$ cat config.mk
export PLATFORM = sky130hd
export DESIGN_NAME = mult_unit_flat
export DESIGN_NICKNAME = d
export VERILOG_FILES = /design/src/rtl/mult_unit_pkg.sv /design/src/rtl/mult_unit_if.sv /design/src/rtl/mult_step.sv /design/src/rtl/mult_unit.sv /design/src/flat_wrapper.sv
export SDC_FILE = /design/constraint.sdc
export NUM_CORES = 1
export LEC_CHECK = 0
export ABC_AREA = 1
export CORE_ASPECT_RATIO = 1.75
export CORE_MARGIN = 5
export CORE_UTILIZATION = 30
export DETAILED_ROUTE_END_ITERATION = 10
export GPL_TIMING_DRIVEN = 0
export PLACE_DENSITY = 0.56
export SKIP_LAST_GASP = 1
export SLEW_MARGIN = 20
export SYNTH_ARGS = -nofsm -noshare
export SYNTH_HDL_FRONTEND = slang
export SYNTH_HIERARCHICAL = 1
export SYNTH_SLANG_ARGS = --single-unit
$ cat constraint.sdc
create_clock -name clk -period 13.25 [get_ports clk]
set_input_delay 3.975 -clock clk [delete_from_list [all_inputs] [get_ports clk]]
set_output_delay 3.975 -clock clk [all_outputs]
set_load 0.1 [all_outputs]
$ cat src/rtl/mult_unit_pkg.sv
// Shared types and defaults for the iterative shift-add multiplier.
package mult_unit_pkg;

    localparam int unsigned DefWidth    = 32;
    localparam int unsigned DefStepBits = 1;

    // Fixed 2-bit encodings so state codes stay stable in waveforms and traces.
    typedef enum logic [1:0] {
        StIdle = 2'b00,
        StBusy = 2'b01,
        StDone = 2'b10
    } mult_state_e;

    // Bits needed to count iterations 0..k-1 (at least one bit).
    function automatic int unsigned iter_width(input int unsigned k);
        return (k <= 1) ? 1 : $clog2(k);
    endfunction

endpackage

$ cat src/rtl/mult_unit_if.sv
// Pipeline <-> multiplier handshake: operands and control in, stall/result out.
interface mult_unit_if
    import mult_unit_pkg::*;
#(
    parameter int unsigned WIDTH = DefWidth
);
    logic             start;
    logic             signed_op;
    logic [WIDTH-1:0] op_a;
    logic [WIDTH-1:0] op_b;
    logic             hold;
    logic             flush;
    logic             stall_req;
    logic             busy;
    logic             done;
    logic [WIDTH-1:0] lo;
    logic [WIDTH-1:0] hi;

    // Pipeline side.
    modport master (
        output start, signed_op, op_a, op_b, hold, flush,
        input  stall_req, busy, done, lo, hi
    );

    // Multiplier side.
    modport slave (
        input  start, signed_op, op_a, op_b, hold, flush,
        output stall_req, busy, done, lo, hi
    );
endinterface

$ cat src/rtl/mult_step.sv
// One shift-add step: acc + (|a| * b_slice) << (iter * STEP_BITS). Purely combinational.
module mult_step
    import mult_unit_pkg::*;
#(
    parameter int unsigned WIDTH     = DefWidth,
    parameter int unsigned STEP_BITS = DefStepBits,
    parameter int unsigned ITER_W    = 5
) (
    input  logic [2*WIDTH-1:0]   acc,
    input  logic [WIDTH-1:0]     a_mag,
    input  logic [STEP_BITS-1:0] b_slice,
    input  logic [ITER_W-1:0]    iter,
    output logic [2*WIDTH-1:0]   acc_next
);
    localparam int unsigned PW  = 2 * WIDTH;
    localparam int unsigned ShW = $clog2(PW) + 1;

    logic [PW-1:0]  partial;
    logic [ShW-1:0] shamt;

    // Unsigned partial product on magnitudes, aligned to the current digit.
    always_comb begin
        partial  = PW'(a_mag) * PW'(b_slice);
        shamt    = ShW'(iter) * ShW'(STEP_BITS);
        acc_next = acc + (partial << shamt);
    end
endmodule

$ cat src/rtl/mult_unit.sv
// Iterative shift-add WIDTHxWIDTH multiplier for the EXE stage.
// Holds the pipeline (stall_req) while a product is being formed.
// Optional: define MULT_EARLY_TERM_EN to finish as soon as the remaining multiplier is zero.
module mult_unit
    import mult_unit_pkg::*;
#(
    parameter int unsigned WIDTH     = DefWidth,
    parameter int unsigned STEP_BITS = DefStepBits
) (
    input  logic       clk,
    input  logic       rst,
    mult_unit_if.slave bus
);
    localparam int unsigned K      = WIDTH / STEP_BITS;
    localparam int unsigned ITER_W = iter_width(K);
    localparam int unsigned PW     = 2 * WIDTH;

    mult_state_e       state_q;
    logic [WIDTH-1:0]  a_mag_q;
    logic [WIDTH-1:0]  b_q;
    logic              neg_q;
    logic [PW-1:0]     acc_q;
    logic [ITER_W-1:0] iter_q;
    logic [WIDTH-1:0]  lo_q;
    logic [WIDTH-1:0]  hi_q;

    logic [PW-1:0]     step_acc;
    logic [PW-1:0]     acc_fix;
    logic [WIDTH-1:0]  b_shift;
    logic [WIDTH-1:0]  a_mag_in;
    logic [WIDTH-1:0]  b_mag_in;
    logic              neg_in;
    logic              last;

    mult_step #(
        .WIDTH     (WIDTH),
        .STEP_BITS (STEP_BITS),
        .ITER_W    (ITER_W)
    ) u_step (
        .acc      (acc_q),
        .a_mag    (a_mag_q),
        .b_slice  (b_q[STEP_BITS-1:0]),
        .iter     (iter_q),
        .acc_next (step_acc)
    );

    // Operand magnitudes and result sign captured on accept; most-negative maps to 2^(WIDTH-1).
    always_comb begin
        a_mag_in = (bus.signed_op && bus.op_a[WIDTH-1]) ? -bus.op_a : bus.op_a;
        b_mag_in = (bus.signed_op && bus.op_b[WIDTH-1]) ? -bus.op_b : bus.op_b;
        neg_in   = (bus.op_a[WIDTH-1] ^ bus.op_b[WIDTH-1]) & bus.signed_op;
        b_shift  = b_q >> STEP_BITS;
        acc_fix  = neg_q ? -step_acc : step_acc;
`ifdef MULT_EARLY_TERM_EN
        last     = (iter_q == ITER_W'(K - 1)) || (b_shift == '0);
`else
        last     = (iter_q == ITER_W'(K - 1));
`endif
    end

    // FSM plus datapath registers; lo/hi load only on the BUSY->DONE step.
    always_ff @(posedge clk or posedge rst) begin
        if (rst) begin
            state_q <= StIdle;
            a_mag_q <= '0;
            b_q     <= '0;
            neg_q   <= 1'b0;
            acc_q   <= '0;
            iter_q  <= '0;
            lo_q    <= '0;
            hi_q    <= '0;
        end else begin
            case (state_q)
                StIdle: begin
                    if (bus.start && !bus.flush) begin
                        a_mag_q <= a_mag_in;
                        b_q     <= b_mag_in;
                        neg_q   <= neg_in;
                        acc_q   <= '0;
                        iter_q  <= '0;
                        state_q <= StBusy;
                    end
                end
                StBusy: begin
                    if (bus.flush) begin
                        state_q <= StIdle;
                    end else begin
                        acc_q  <= step_acc;
                        b_q    <= b_shift;
                        iter_q <= iter_q + ITER_W'(1);
                        if (last) begin
                            {hi_q, lo_q} <= acc_fix;
                            state_q      <= StDone;
                        end
                    end
                end
                StDone: begin
                    // start here is the same instruction still sitting in EXE.
                    if (bus.flush || !bus.hold) begin
                        state_q <= StIdle;
                    end
                end
                default: state_q <= StIdle;
            endcase
        end
    end

    assign bus.busy      = (state_q == StBusy);
    assign bus.done      = (state_q == StDone);
    assign bus.lo        = lo_q;
    assign bus.hi        = hi_q;
    // Low in DONE so the pipeline advances in exactly the done cycle.
    assign bus.stall_req = ((state_q == StIdle) && bus.start && !bus.flush) ||
                           (state_q == StBusy);
endmodule

$ cat src/flat_wrapper.sv
// flat-port wrapper written by rule: the top's interface ports become plain ports
module mult_unit_flat import mult_unit_pkg::*;
#(
    parameter int unsigned WIDTH     = DefWidth,
    parameter int unsigned STEP_BITS = DefStepBits
)
  (clk, rst, bus_start, bus_signed_op, bus_op_a, bus_op_b, bus_hold, bus_flush, bus_stall_req, bus_busy, bus_done, bus_lo, bus_hi);
  mult_unit_if #(.WIDTH(WIDTH)) bus_i ();
  input  logic clk;
  input  logic rst;
  input wire logic [$bits(bus_i.start)-1:0] bus_start;
  input wire logic [$bits(bus_i.signed_op)-1:0] bus_signed_op;
  input wire logic [$bits(bus_i.op_a)-1:0] bus_op_a;
  input wire logic [$bits(bus_i.op_b)-1:0] bus_op_b;
  input wire logic [$bits(bus_i.hold)-1:0] bus_hold;
  input wire logic [$bits(bus_i.flush)-1:0] bus_flush;
  output wire logic [$bits(bus_i.stall_req)-1:0] bus_stall_req;
  output wire logic [$bits(bus_i.busy)-1:0] bus_busy;
  output wire logic [$bits(bus_i.done)-1:0] bus_done;
  output wire logic [$bits(bus_i.lo)-1:0] bus_lo;
  output wire logic [$bits(bus_i.hi)-1:0] bus_hi;
  assign bus_i.start = bus_start;
  assign bus_i.signed_op = bus_signed_op;
  assign bus_i.op_a = bus_op_a;
  assign bus_i.op_b = bus_op_b;
  assign bus_i.hold = bus_hold;
  assign bus_i.flush = bus_flush;
  assign bus_stall_req = bus_i.stall_req;
  assign bus_busy = bus_i.busy;
  assign bus_done = bus_i.done;
  assign bus_lo = bus_i.lo;
  assign bus_hi = bus_i.hi;
  mult_unit #(.WIDTH(WIDTH), .STEP_BITS(STEP_BITS)) u_core (.clk(clk), .rst(rst), .bus(bus_i));
endmodule
# Word level (Yosys, flattened, before mapping)
# Index checks and enable logic that the tools add are counted.
# W data, S select, Z words.
word_totals:
  ramBits: 0
  romBits: 0
  output_inout_bits: 67
  in_bits: 70
  word_cells: 57
  mem_count: 0
  latchBits: 0
  reg_bits: 200
classes:
  bitwise_logic: 3
  n_shift: 1
  n_addsub: 5
  mux: 17
  n_div: 0
  multipliers: 1
  order_cmp: 0
  n_eq_ne: 7
  reduce_logical: 15
op_table:
  columns: ["operator", "n"]
  rows:
  - ["$mux W64", 3]
  - ["$mux W32", 4]
  - ["$pmux W64 S2", 1]
  - ["$add A64 B64 Y64", 1]
  - ["$neg A32 Y32", 2]
  - ["$neg A64 Y64", 1]
  - ["$pmux W32 S2", 1]
  - ["$shl A33 B5 Y64", 1]
  - ["$mul A32 B1 Y33", 1]
  - ["$mux W5", 2]
  - ["$pmux W5 S2", 1]
  - ["$reduce_and A3 Y1", 3]
  - ["$mux W2", 4]
  - ["$pmux W2 S3", 1]
  - ["$add A5 B1 Y5 const B", 1]
  - ["$eq A5 B5 Y1 const B", 1]
  - ["$logic_and A1 B1 Y1", 5]
  - ["$ne A2 B1 Y1 const B", 2]
  - ["$ne A3 B2 Y1 const B", 1]
  - ["$eq A2 B1 Y1 const B", 1]
  - ["$eq A2 B2 Y1 const B", 1]
  - ["$logic_not A1 Y1", 2]
  - ["$logic_not A2 Y1", 1]
  - ["$logic_or A1 B1 Y1", 2]
  - ["other kinds (6)", 6]

# Logic depth before layout (Yosys ltp)
# Gate-level depths: netlist (run 1).
depth:
  depth_word: 5
  mapped_depth: 36
  depth_no_buf: 34

# Hierarchy
# Netlist (run 1), hierarchy kept.
by_module_without_submodules:
  columns: ["module", "seq_area_each_um2", "area_per_inst_um2", "instances", "cells_per_inst"]
  rows:
  - ["mult_unit", 5004.8, 11716.2, 1, 1709]
  - ["mult_step", 0.0, 8255.4, 1, 1803]

# Least setup slack after synthesis (run 1)
# Ideal clock, no wire load.
synth_timing:
  path_kind: "input port to output port"
  startpoint: "input port bus_flush"
  endpoint: "output port bus_stall_req"
  required_ns: 9.275
  n_path_buf: 2
  cell_stages: 5
  arrival_ns: 5.278
  slack_ns: 3.997
  cell_sequence: "inv_1 nand3_1 clkbuf_1 clkbuf_1 nand2_1"
synth_between:
  elab_chain_cells: 3
synth_lines:
  columns: ["element", "line_no", "source"]
  rows:
  - ["start, declared", "flat_wrapper.sv:16", "input wire logic [$bits(bus_i.flush)-1:0] bus_flush;"]
  - ["$logic_not A1 Y1", "mult_unit.sv:113", "assign bus.stall_req = ((state_q == StIdle) && bus.start && !bus.flush) ||"]
  - ["$logic_and A1 B1 Y1", "mult_unit.sv:113", null]
  - ["$logic_or A1 B1 Y1", "mult_unit.sv:113", null]
  - ["end, declared", "flat_wrapper.sv:17", "output wire logic [$bits(bus_i.stall_req)-1:0] bus_stall_req;"]
# No other way between the ends.

# Worst setup path in the final report (run 1)
# Ends and elaborated chain as after synthesis.

==> results of run 1 <==
-- placed cells by master, fill, tap and decap left out, types with 17 or more instances in the layout --
cell type                            n
sky130_fd_sc_hd__o31ai_1            49
sky130_fd_sc_hd__o21ai_1            50
sky130_fd_sc_hd__clkbuf_16          17
sky130_fd_sc_hd__nand3_1           326
sky130_fd_sc_hd__a21oi_1            85
sky130_fd_sc_hd__nand4_1            32
sky130_fd_sc_hd__dfrtp_1           200
sky130_fd_sc_hd__o21ai_0           118
sky130_fd_sc_hd__clkbuf_1           44
sky130_fd_sc_hd__nor3_1             36
sky130_fd_sc_hd__buf_1              17
sky130_fd_sc_hd__clkdlybuf4s50_1   136
sky130_fd_sc_hd__inv_1             474
sky130_fd_sc_hd__nand2_1          1404
sky130_fd_sc_hd__nor2_1            366
sky130_fd_sc_hd__o211ai_1           33
sky130_fd_sc_hd__buf_2              43
sky130_fd_sc_hd__ha_1               68
sky130_fd_sc_hd__xor2_1             66
-- report_power, final --
group	leakage, nW	switching, mW	internal (mW)
Sequential	2.60	0.0604	0.702
Combinational	9.37	1.45	0.552
Clock	0.273	0.272	0.255
-- state kept, by name (all words and copies together) (netlist names) --
| register | cells |
|---|---|
| u_core/bus.hi | 32 |
| u_core/acc_q | 64 |
| u_core/neg_q | 1 |
| u_core/b_q | 32 |
| u_core/state_q | 2 |
| u_core/bus.lo | 32 |
| u_core/iter_q | 5 |
| u_core/a_mag_q | 32 |
-- worst max-delay path: stages --
cell                              delay [ps]
sky130_fd_sc_hd__clkdlybuf4s50_1         540
sky130_fd_sc_hd__inv_1                    70
sky130_fd_sc_hd__nand3_1                 270
sky130_fd_sc_hd__clkbuf_1                490
sky130_fd_sc_hd__clkbuf_1                440
sky130_fd_sc_hd__nand2_1                 140
sky130_fd_sc_hd__clkdlybuf4s50_1        1020
-- cell type report --
class / instances / area (um2) / share of cell area
clock inverters: 12 / 111.4 / 0.004825
plain buffers: 117 / 588.1 / 0.02548
flip-flops and latches: 200 / 5005 / 0.2169
repair buffers: 138 / 1416 / 0.06138
inverters: 486 / 1832 / 0.07938
multi-input cells: 2709 / 12560 / 0.5442
well taps: 889 / 1112 / 0.04820
clock buffers: 19 / 452.9 / 0.01963
-- per-stage QoR --
stage	hold slack (ps)	utilization	area, um2	cells
after detailed placement	466.0	0.3403	22510	4539
after floorplan	443.7	-	19970	3512
after global routing	507.3	0.3488	23080	4570
after global placement	462.4	0.3393	22450	4537
final	483.8	0.3488	23080	4570
after CTS	488.3	0.3488	23080	4570
-- routing by layer --
metal / global-route usage / vias to the layer above / wire length (um)
li1: - / 11340 / -
met1: 0.2464 / 10410 / 31840
met2: 0.4674 / 691 / 47090
met3: 0.02721 / 286 / 3508
met4: 0.1966 / 0 / 8734
met5: 0 / - / 0
-- worst paths after layout --
kind | start | endpoint | slack, ps | depth (start not counted)
min in group asynchronous | rst | u_core/bus.hi[25]$_DFFE_PP0P_ | 3860 | 2
worst min-delay path | u_core/bus.hi[20]$_DFFE_PP0P_ | u_core/bus.hi[20]$_DFFE_PP0P_ | 480 | 2
worst min register to register | u_core/bus.hi[20]$_DFFE_PP0P_ | u_core/bus.hi[20]$_DFFE_PP0P_ | 480 | 2
max in group asynchronous | rst | u_core/bus.lo[16]$_DFFE_PP0P_ | 8220 | 4
worst max-delay path | bus_flush | bus_stall_req | 2320 | 7
worst max register to register | u_core/iter_q[2]$_DFFE_PP0P_ | u_core/bus.hi[27]$_DFFE_PP0P_ | 7700 | 23
-- logic make-up (layout without fill, tap and decap cells) --
| kind of cell | Yosys count | count (layout) |
|---|---|---|
| xor+xnor | 66 | 66 |
| flops | 200 | 200 |
| buf+inv | 603 | 772 |
| compound gates | 364 | 364 |
| fa+ha+maj | 69 | 69 |
| simple gates | 2210 | 2210 |
==> metrics.txt, run 1 <==
# TYPE chip_impl_metric gauge
chip_impl_metric{name="final.setup.worst_slack",unit="ps"} 2322
chip_impl_metric{name="total_leakage_power",unit="nW"} 12.24
chip_impl_metric{name="muxShareOfSynthArea",unit=""} 0
chip_impl_metric{name="yosys.cell_types.count",unit=""} 42
chip_impl_metric{name="clock_latency",unit="ps"} 490
chip_impl_metric{name="die_x",unit="um"} 205.0
chip_impl_metric{name="post_synth_xor_area_fraction",unit=""} 0.02894
chip_impl_metric{name="wp_data_required",unit="ps"} 9270
chip_impl_metric{name="edff_count_synth",unit=""} 0
chip_impl_metric{name="cts-root-to-sink-buffers",unit=""} 2
chip_impl_metric{name="starting_utilization_of_the_core_area",unit=""} 0.3019
chip_impl_metric{name="synth.avg_cell_area",unit="um2"} 5.687
chip_impl_info{name="critPathKind",value="primary input to output pin"} 1
chip_impl_metric{name="finalSetupViolCount",unit=""} 0
chip_impl_info{name="synth.most_common_cell",value="sky130_fd_sc_hd__nand2_1"} 1
chip_impl_info{name="netlist_top_cells_count",value="1,404 x sky130_fd_sc_hd__nand2_1, 475 x sky130_fd_sc_hd__inv_1, 366 x sky130_fd_sc_hd__nor2_1"} 1
chip_impl_metric{name="row_count",unit=""} 125
chip_impl_metric{name="remaining_drc_errors",unit=""} 0
chip_impl_metric{name="cap_violations",unit=""} 0
chip_impl_metric{name="cts_buffers",unit=""} 17
chip_impl_info{name="setup.worst_path.end_class",value="output pin"} 1
chip_impl_metric{name="area.growth.synth_to_final",unit="%"} 15.55
chip_impl_metric{name="finalWorstPathRequiredPeriod",unit="ps"} 10930
chip_impl_metric{name="maximum_number_of_pins_on_one_net_before_global_route_repair",unit=""} 97
chip_impl_metric{name="gpl.final_weighted_congestion",unit=""} 1.027
chip_impl_metric{name="achievable-frequency",unit="MHz"} 91.51
chip_impl_info{name="synth_top_flop_cell",value="sky130_fd_sc_hd__dfrtp_1"} 1
chip_impl_metric{name="timing.slew.headroom",unit=""} 0.1734
chip_impl_metric{name="power_density",unit="nW/um2"} 142.7
chip_impl_metric{name="core_area",unit="um2"} 66160
chip_impl_metric{name="drt_wl_total",unit="um"} 91180
chip_impl_metric{name="die_h",unit="um"} 351.3
chip_impl_metric{name="drt-wirelength-per-cell",unit="um"} 19.95
chip_impl_metric{name="ant_nets",unit=""} 0
chip_impl_metric{name="io_pins",unit=""} 137
chip_impl_metric{name="clock_skew",unit="ps"} 17.33
chip_impl_metric{name="post-dp-hpwl",unit="um"} 78280
chip_impl_metric{name="final.period_utilization",unit=""} 0.8247
chip_impl_metric{name="synthesis.yosys.warnings",unit=""} 6
chip_impl_metric{name="synth_cells",unit=""} 3512
chip_impl_metric{name="synth_adder_area_share",unit=""} 0.04360
chip_impl_metric{name="portBuffers",unit=""} 136
chip_impl_metric{name="syn-num-nets",unit=""} 3651
chip_impl_metric{name="drt_iter0_markers",unit=""} 1400
chip_impl_metric{name="dr.pass1.iters",unit=""} 5
chip_impl_info{name="combinational_family_with_the_most_area_after_synthesis",value="simple AND/OR/NAND/NOR gates"} 1
chip_impl_metric{name="insertedDiodeCount",unit=""} 0
chip_impl_metric{name="remaining_global_route_overflow",unit=""} 0
chip_impl_info{name="synth_largest_area_cell",value="sky130_fd_sc_hd__nand2_1"} 1
chip_impl_metric{name="dr_total_vias",unit=""} 22720
chip_impl_metric{name="route.detailed.vias_per_inst",unit=""} 4.972
chip_impl_metric{name="critical_path_arrival",unit="ps"} 6950
chip_impl_metric{name="total_power",unit="mW"} 3.293
chip_impl_metric{name="final-hold-violation-count",unit=""} 0
chip_impl_metric{name="cts-htree-levels",unit=""} 4
chip_impl_metric{name="synth_largest_type_area_fraction",unit=""} 0.2639
chip_impl_metric{name="synth.yosys.seq_area_share",unit=""} 0.2506
chip_impl_metric{name="number_of_antenna_violations_at_the_first_check_in_global_routing",unit=""} 0
chip_impl_info{name="ranking_of_synthesized_cells_by_area",value="sky130_fd_sc_hd__nand2_1 26%, sky130_fd_sc_hd__dfrtp_1 25%, sky130_fd_sc_hd__inv_1 8.9%, sky130_fd_sc_hd__nand3_1 8.2%, sky130_fd_sc_hd__nor2_1 6.9%"} 1
chip_impl_metric{name="synth_simple_gate_area_frac",unit=""} 0.4497
chip_impl_metric{name="synth.cell_area",unit="um2"} 19970
chip_impl_metric{name="layout-drive-gt1-share",unit=""} 0.03966
chip_impl_metric{name="synth_async_sr_flop_share",unit=""} 1.000
chip_impl_metric{name="critPathMaxFanout",unit=""} 10
chip_impl_metric{name="synth-compound-area-share",unit=""} 0.1064
chip_impl_metric{name="worst_pin_slew",unit="ps"} 1230
chip_impl_info{name="worst_hold_path_type",value="flop to flop"} 1
chip_impl_metric{name="first_global_vias",unit=""} 22600
chip_impl_info{name="status",value="completed"} 1
chip_impl_metric{name="finalMaxSlewViolations",unit=""} 0
chip_impl_metric{name="design.final.nets",unit=""} 3808
chip_impl_info{name="startpoint_class",value="primary input"} 1
chip_impl_metric{name="irDropWorstVdd",unit="V"} 0.0001166
chip_impl_metric{name="grt_first_pass_wirelength",unit="um"} 135000
chip_impl_info{name="cell_at_the_root_of_the_clock_tree",value="sky130_fd_sc_hd__clkbuf_16"} 1
chip_impl_metric{name="globalRouteTotalUtil",unit=""} 0.2496
chip_impl_metric{name="cts.repair_timing.setup_buffer_count",unit=""} 0
chip_impl_metric{name="clkSinkCount",unit=""} 200
chip_impl_info{name="cts_tree",value="yes"} 1
chip_impl_info{name="rsz0062_at_grt",value="no"} 1
chip_impl_metric{name="placement.setup.worst_slack",unit="ps"} 2278
chip_impl_metric{name="fill_cells",unit=""} 7585
chip_impl_metric{name="finalSetupTns",unit="ps"} 0
chip_impl_metric{name="floorplan.die_area",unit="um2"} 72030
chip_impl_metric{name="cts_hold_repair.buffers",unit=""} 0
chip_impl_metric{name="worst_setup_hold_path_clk_slew",unit="ps"} 80
chip_impl_metric{name="number_of_register_bits_inferred_by_synthesis",unit=""} 200
chip_impl_metric{name="post_cts_resized",unit=""} 0
Note: power is estimated with default switching activity, not from simulation.
==> run 2, diff against run 1 <==
--- a/config.mk
+++ b/config.mk
@@ -11,7 +11,7 @@
 export CORE_UTILIZATION = 30
 export DETAILED_ROUTE_END_ITERATION = 10
 export GPL_TIMING_DRIVEN = 0
-export PLACE_DENSITY = 0.56
+export PLACE_DENSITY = 0.58
 export SKIP_LAST_GASP = 1
 export SLEW_MARGIN = 20
 export SYNTH_ARGS = -nofsm -noshare
==> constraint.sdc (replaced) <==
create_clock -name clk -period 9.3 [get_ports clk]
set_input_delay 2.79 -clock clk [delete_from_list [all_inputs] [get_ports clk]]
set_output_delay 2.79 -clock clk [all_outputs]
set_load 0.1 [all_outputs]
==> run 2 against run 1 <==
Compared with the run above: final area up 0.22%; non-clock buffer count unchanged; critical endpoint unchanged; combinational power up 43%; largest power group unchanged; critical path type unchanged; critical path depth unchanged; sequential share of layout area about the same; cell count about the same; global-route usage up 0.22 points; clock power up 52%; clock-buffer cell count down 1; die area unchanged; sequential cell count unchanged; worst setup slack worse by 1600 ps.
==> metrics.txt, run 2 (same netlist as run 1, synthesis figures left out) <==
# TYPE chip_impl_metric gauge
chip_impl_info{name="status",value="completed"} 1
chip_impl_metric{name="fill_cells",unit=""} 7527
chip_impl_metric{name="remaining_drc_errors",unit=""} 0
chip_impl_metric{name="gpl.final_weighted_congestion",unit=""} 1.045
chip_impl_info{name="top_register_by_number_of_flip_flops",value="u_core/acc_q"} 1
chip_impl_metric{name="cts-htree-levels",unit=""} 4
chip_impl_metric{name="cts_buffers",unit=""} 17
chip_impl_metric{name="final-hold-violation-count",unit=""} 0
chip_impl_metric{name="floorplan.die_area",unit="um2"} 72030
chip_impl_metric{name="route.detailed.vias_per_inst",unit=""} 4.948
chip_impl_metric{name="cap_violations",unit=""} 0
chip_impl_info{name="cell_at_the_root_of_the_clock_tree",value="sky130_fd_sc_hd__clkbuf_16"} 1
chip_impl_metric{name="drt-wirelength-per-cell",unit="um"} 19.97
chip_impl_metric{name="timing.slew.headroom",unit=""} 0.2628
chip_impl_info{name="setup.worst_path.end_class",value="output pin"} 1
chip_impl_metric{name="finalWorstPathRequiredPeriod",unit="ps"} 8568
chip_impl_metric{name="total_power",unit="mW"} 4.747
chip_impl_metric{name="ant_nets",unit=""} 0
chip_impl_info{name="rr_startpoint",value="u_core/iter_q[1]$_DFFE_PP0P_"} 1
chip_impl_metric{name="clkSinkCount",unit=""} 200
chip_impl_metric{name="starting_utilization_of_the_core_area",unit=""} 0.3019
chip_impl_metric{name="total_leakage_power",unit="nW"} 12.27
chip_impl_metric{name="post-dp-hpwl",unit="um"} 78200
chip_impl_info{name="rsz0062_at_grt",value="no"} 1
chip_impl_info{name="startpoint_class",value="primary input"} 1
chip_impl_info{name="cts_tree",value="yes"} 1
chip_impl_metric{name="critPathMaxFanout",unit=""} 10
chip_impl_metric{name="cts.repair_timing.setup_buffer_count",unit=""} 0
chip_impl_metric{name="cts_hold_repair.buffers",unit=""} 0
chip_impl_metric{name="maximum_number_of_pins_on_one_net_before_global_route_repair",unit=""} 88
chip_impl_metric{name="dr.pass1.iters",unit=""} 7
chip_impl_metric{name="finalSetupViolCount",unit=""} 0
chip_impl_metric{name="worst_setup_hold_path_clk_slew",unit="ps"} 70
chip_impl_metric{name="clock_skew",unit="ps"} 29.06
chip_impl_metric{name="pwr-share-comb",unit=""} 0.601
chip_impl_metric{name="wp_data_required",unit="ps"} 6510
chip_impl_metric{name="finalMaxSlewViolations",unit=""} 0
chip_impl_metric{name="multiInputGateArea",unit="um2"} 12560
chip_impl_metric{name="cts-root-to-sink-buffers",unit=""} 2
chip_impl_metric{name="post_cts_resized",unit=""} 0
chip_impl_info{name="critPathKind",value="primary input to output pin"} 1
chip_impl_metric{name="insertedDiodeCount",unit=""} 0
chip_impl_metric{name="irDropWorstVdd",unit="V"} 0.0001624
chip_impl_metric{name="die_h",unit="um"} 351.3
chip_impl_metric{name="critical_path_arrival",unit="ps"} 5780
chip_impl_metric{name="design.final.nets",unit=""} 3808
chip_impl_metric{name="layout-drive-gt1-share",unit=""} 0.03992
chip_impl_metric{name="achievable-frequency",unit="MHz"} 116.7
chip_impl_metric{name="row_count",unit=""} 125
chip_impl_metric{name="utilization",unit=""} 0.3496
chip_impl_info{name="most_frequent_cells_in_the_layout",value="1,404 x sky130_fd_sc_hd__nand2_1, 474 x sky130_fd_sc_hd__inv_1, 366 x sky130_fd_sc_hd__nor2_1, 326 x sky130_fd_sc_hd__nand3_1, 200 x sky130_fd_sc_hd__dfrtp_1"} 1
chip_impl_metric{name="io_pins",unit=""} 137
chip_impl_metric{name="area.growth.synth_to_final",unit="%"} 15.81
chip_impl_metric{name="power.net_switching",unit="mW"} 2.568
chip_impl_metric{name="die_x",unit="um"} 205.0
chip_impl_metric{name="clock_power_share",unit=""} 0.169
chip_impl_info{name="reg2reg_to",value="u_core/bus.hi[27]$_DFFE_PP0P_"} 1
chip_impl_metric{name="layout.area.seq",unit="um2"} 5005
chip_impl_metric{name="dr_total_vias",unit=""} 22620
chip_impl_metric{name="worst_pin_slew",unit="ps"} 1097
chip_impl_metric{name="power_density",unit="nW/um2"} 205.3
chip_impl_metric{name="core_area",unit="um2"} 66160
chip_impl_info{name="cp-endpoint",value="bus_stall_req"} 1
chip_impl_info{name="layout_commonest_cell",value="sky130_fd_sc_hd__nand2_1"} 1
chip_impl_metric{name="cell_internal_pwr",unit="mW"} 2.179
chip_impl_metric{name="grt_first_pass_wirelength",unit="um"} 136000
chip_impl_metric{name="first_global_vias",unit=""} 22860
chip_impl_info{name="startpoint",value="bus_flush"} 1
chip_impl_metric{name="share_seq_of_total_power",unit=""} 0.229
chip_impl_metric{name="drt_iter0_markers",unit=""} 1376
chip_impl_metric{name="largest_register_ff_count",unit=""} 64
chip_impl_metric{name="globalRouteTotalUtil",unit=""} 0.2518
chip_impl_metric{name="drt_wl_total",unit="um"} 91290
chip_impl_metric{name="reg2reg_slack",unit="ps"} 3740
chip_impl_metric{name="remaining_global_route_overflow",unit=""} 0
chip_impl_metric{name="number_of_antenna_violations_at_the_first_check_in_global_routing",unit=""} 0
chip_impl_info{name="worst_hold_path_type",value="flop to flop"} 1
chip_impl_metric{name="worstRegToRegCells",unit=""} 25
chip_impl_metric{name="netSwitchingFraction",unit=""} 0.5410
chip_impl_metric{name="portBuffers",unit=""} 136
chip_impl_metric{name="finalSetupTns",unit="ps"} 0
chip_impl_metric{name="final.period_utilization",unit=""} 0.9213
chip_impl_metric{name="clock_latency",unit="ps"} 500
run 2: cell count changes in the layout (fill, tap and decap cells not counted):
| cell | before | now |
|---|---|---|
| sky130_fd_sc_hd__inv_6 | 3 | 7 |
| sky130_fd_sc_hd__clkinv_8 | 1 | 4 |
| sky130_fd_sc_hd__clkinv_4 | 3 | 1 |
| sky130_fd_sc_hd__clkinvlp_4 | 2 | 0 |
| sky130_fd_sc_hd__bufinv_16 | 0 | 1 |
| sky130_fd_sc_hd__clkbuf_8 | 2 | 1 |
| sky130_fd_sc_hd__clkinv_2 | 1 | 0 |
| sky130_fd_sc_hd__inv_8 | 3 | 2 |
run 2: worst max-delay path, stage by stage:
cell	delay, ps
sky130_fd_sc_hd__clkdlybuf4s50_1	540
sky130_fd_sc_hd__inv_1	80
sky130_fd_sc_hd__nand3_1	290
sky130_fd_sc_hd__clkbuf_1	490
sky130_fd_sc_hd__clkbuf_1	420
sky130_fd_sc_hd__nand2_1	150
sky130_fd_sc_hd__clkdlybuf4s50_1	1010
run 2: power by group through the flow:
stage / Clock (mW) / Sequential (mW) / Combinational (mW)
after floorplan: 0 / 1.12 / 1.84
after global placement: 0 / 1.10 / 2.80
after detailed placement: 0 / 1.10 / 2.81
after CTS: 0.825 / 1.09 / 2.82
after global routing: 0.845 / 1.10 / 3.12
final: 0.804 / 1.09 / 2.85
run 2: stage by stage:
step	hold WS, ps	setup WS [ps]	std cells	cell area, um2
floorplan	443.7	1056	3512	19970
global placement	464.8	-2082	4537	22450
detailed placement	465.7	660.8	4539	22510
CTS	486.9	641.6	4571	23130
global route	504.4	497.8	4571	23130
finish	479.6	732.1	4571	23130
run 2: worst min-delay path by stage:
| stage | start | slack [ps] | cells after the start | to |
|---|---|---|---|---|
| finish | u_core/a_mag_q[27]$_DFFE_PP0P_ | 480 | 2 | u_core/a_mag_q[27]$_DFFE_PP0P_ |
| global route | u_core/b_q[29]$_DFFE_PP0P_ | 500 | 2 | u_core/b_q[29]$_DFFE_PP0P_ |
| CTS | u_core/a_mag_q[27]$_DFFE_PP0P_ | 490 | 2 | u_core/a_mag_q[27]$_DFFE_PP0P_ |
| detailed placement | u_core/b_q[29]$_DFFE_PP0P_ | 470 | 2 | u_core/b_q[29]$_DFFE_PP0P_ |
| global placement | u_core/a_mag_q[27]$_DFFE_PP0P_ | 460 | 2 | u_core/a_mag_q[27]$_DFFE_PP0P_ |
| floorplan | u_core/b_q[26]$_DFFE_PP0P_ | 440 | 2 | u_core/b_q[26]$_DFFE_PP0P_ |
run 2: cell type report:
class                      count  area share
clock buffer                  18     0.01899
tap                          889     0.04809
multi-input combinational   2709      0.5430
sequential                   200      0.2164
timing repair buffer         138     0.06124
buffer                       117     0.02543
clock inverter                14    0.007628
inverter                     486     0.07920
run 2: layer usage:
metal | track usage | wire length [um]
met2 | 0.4693 | 47110
met1 | 0.2490 | 32030
met3 | 0.02684 | 3524
met5 | 0 | 0
met4 | 0.2025 | 8615
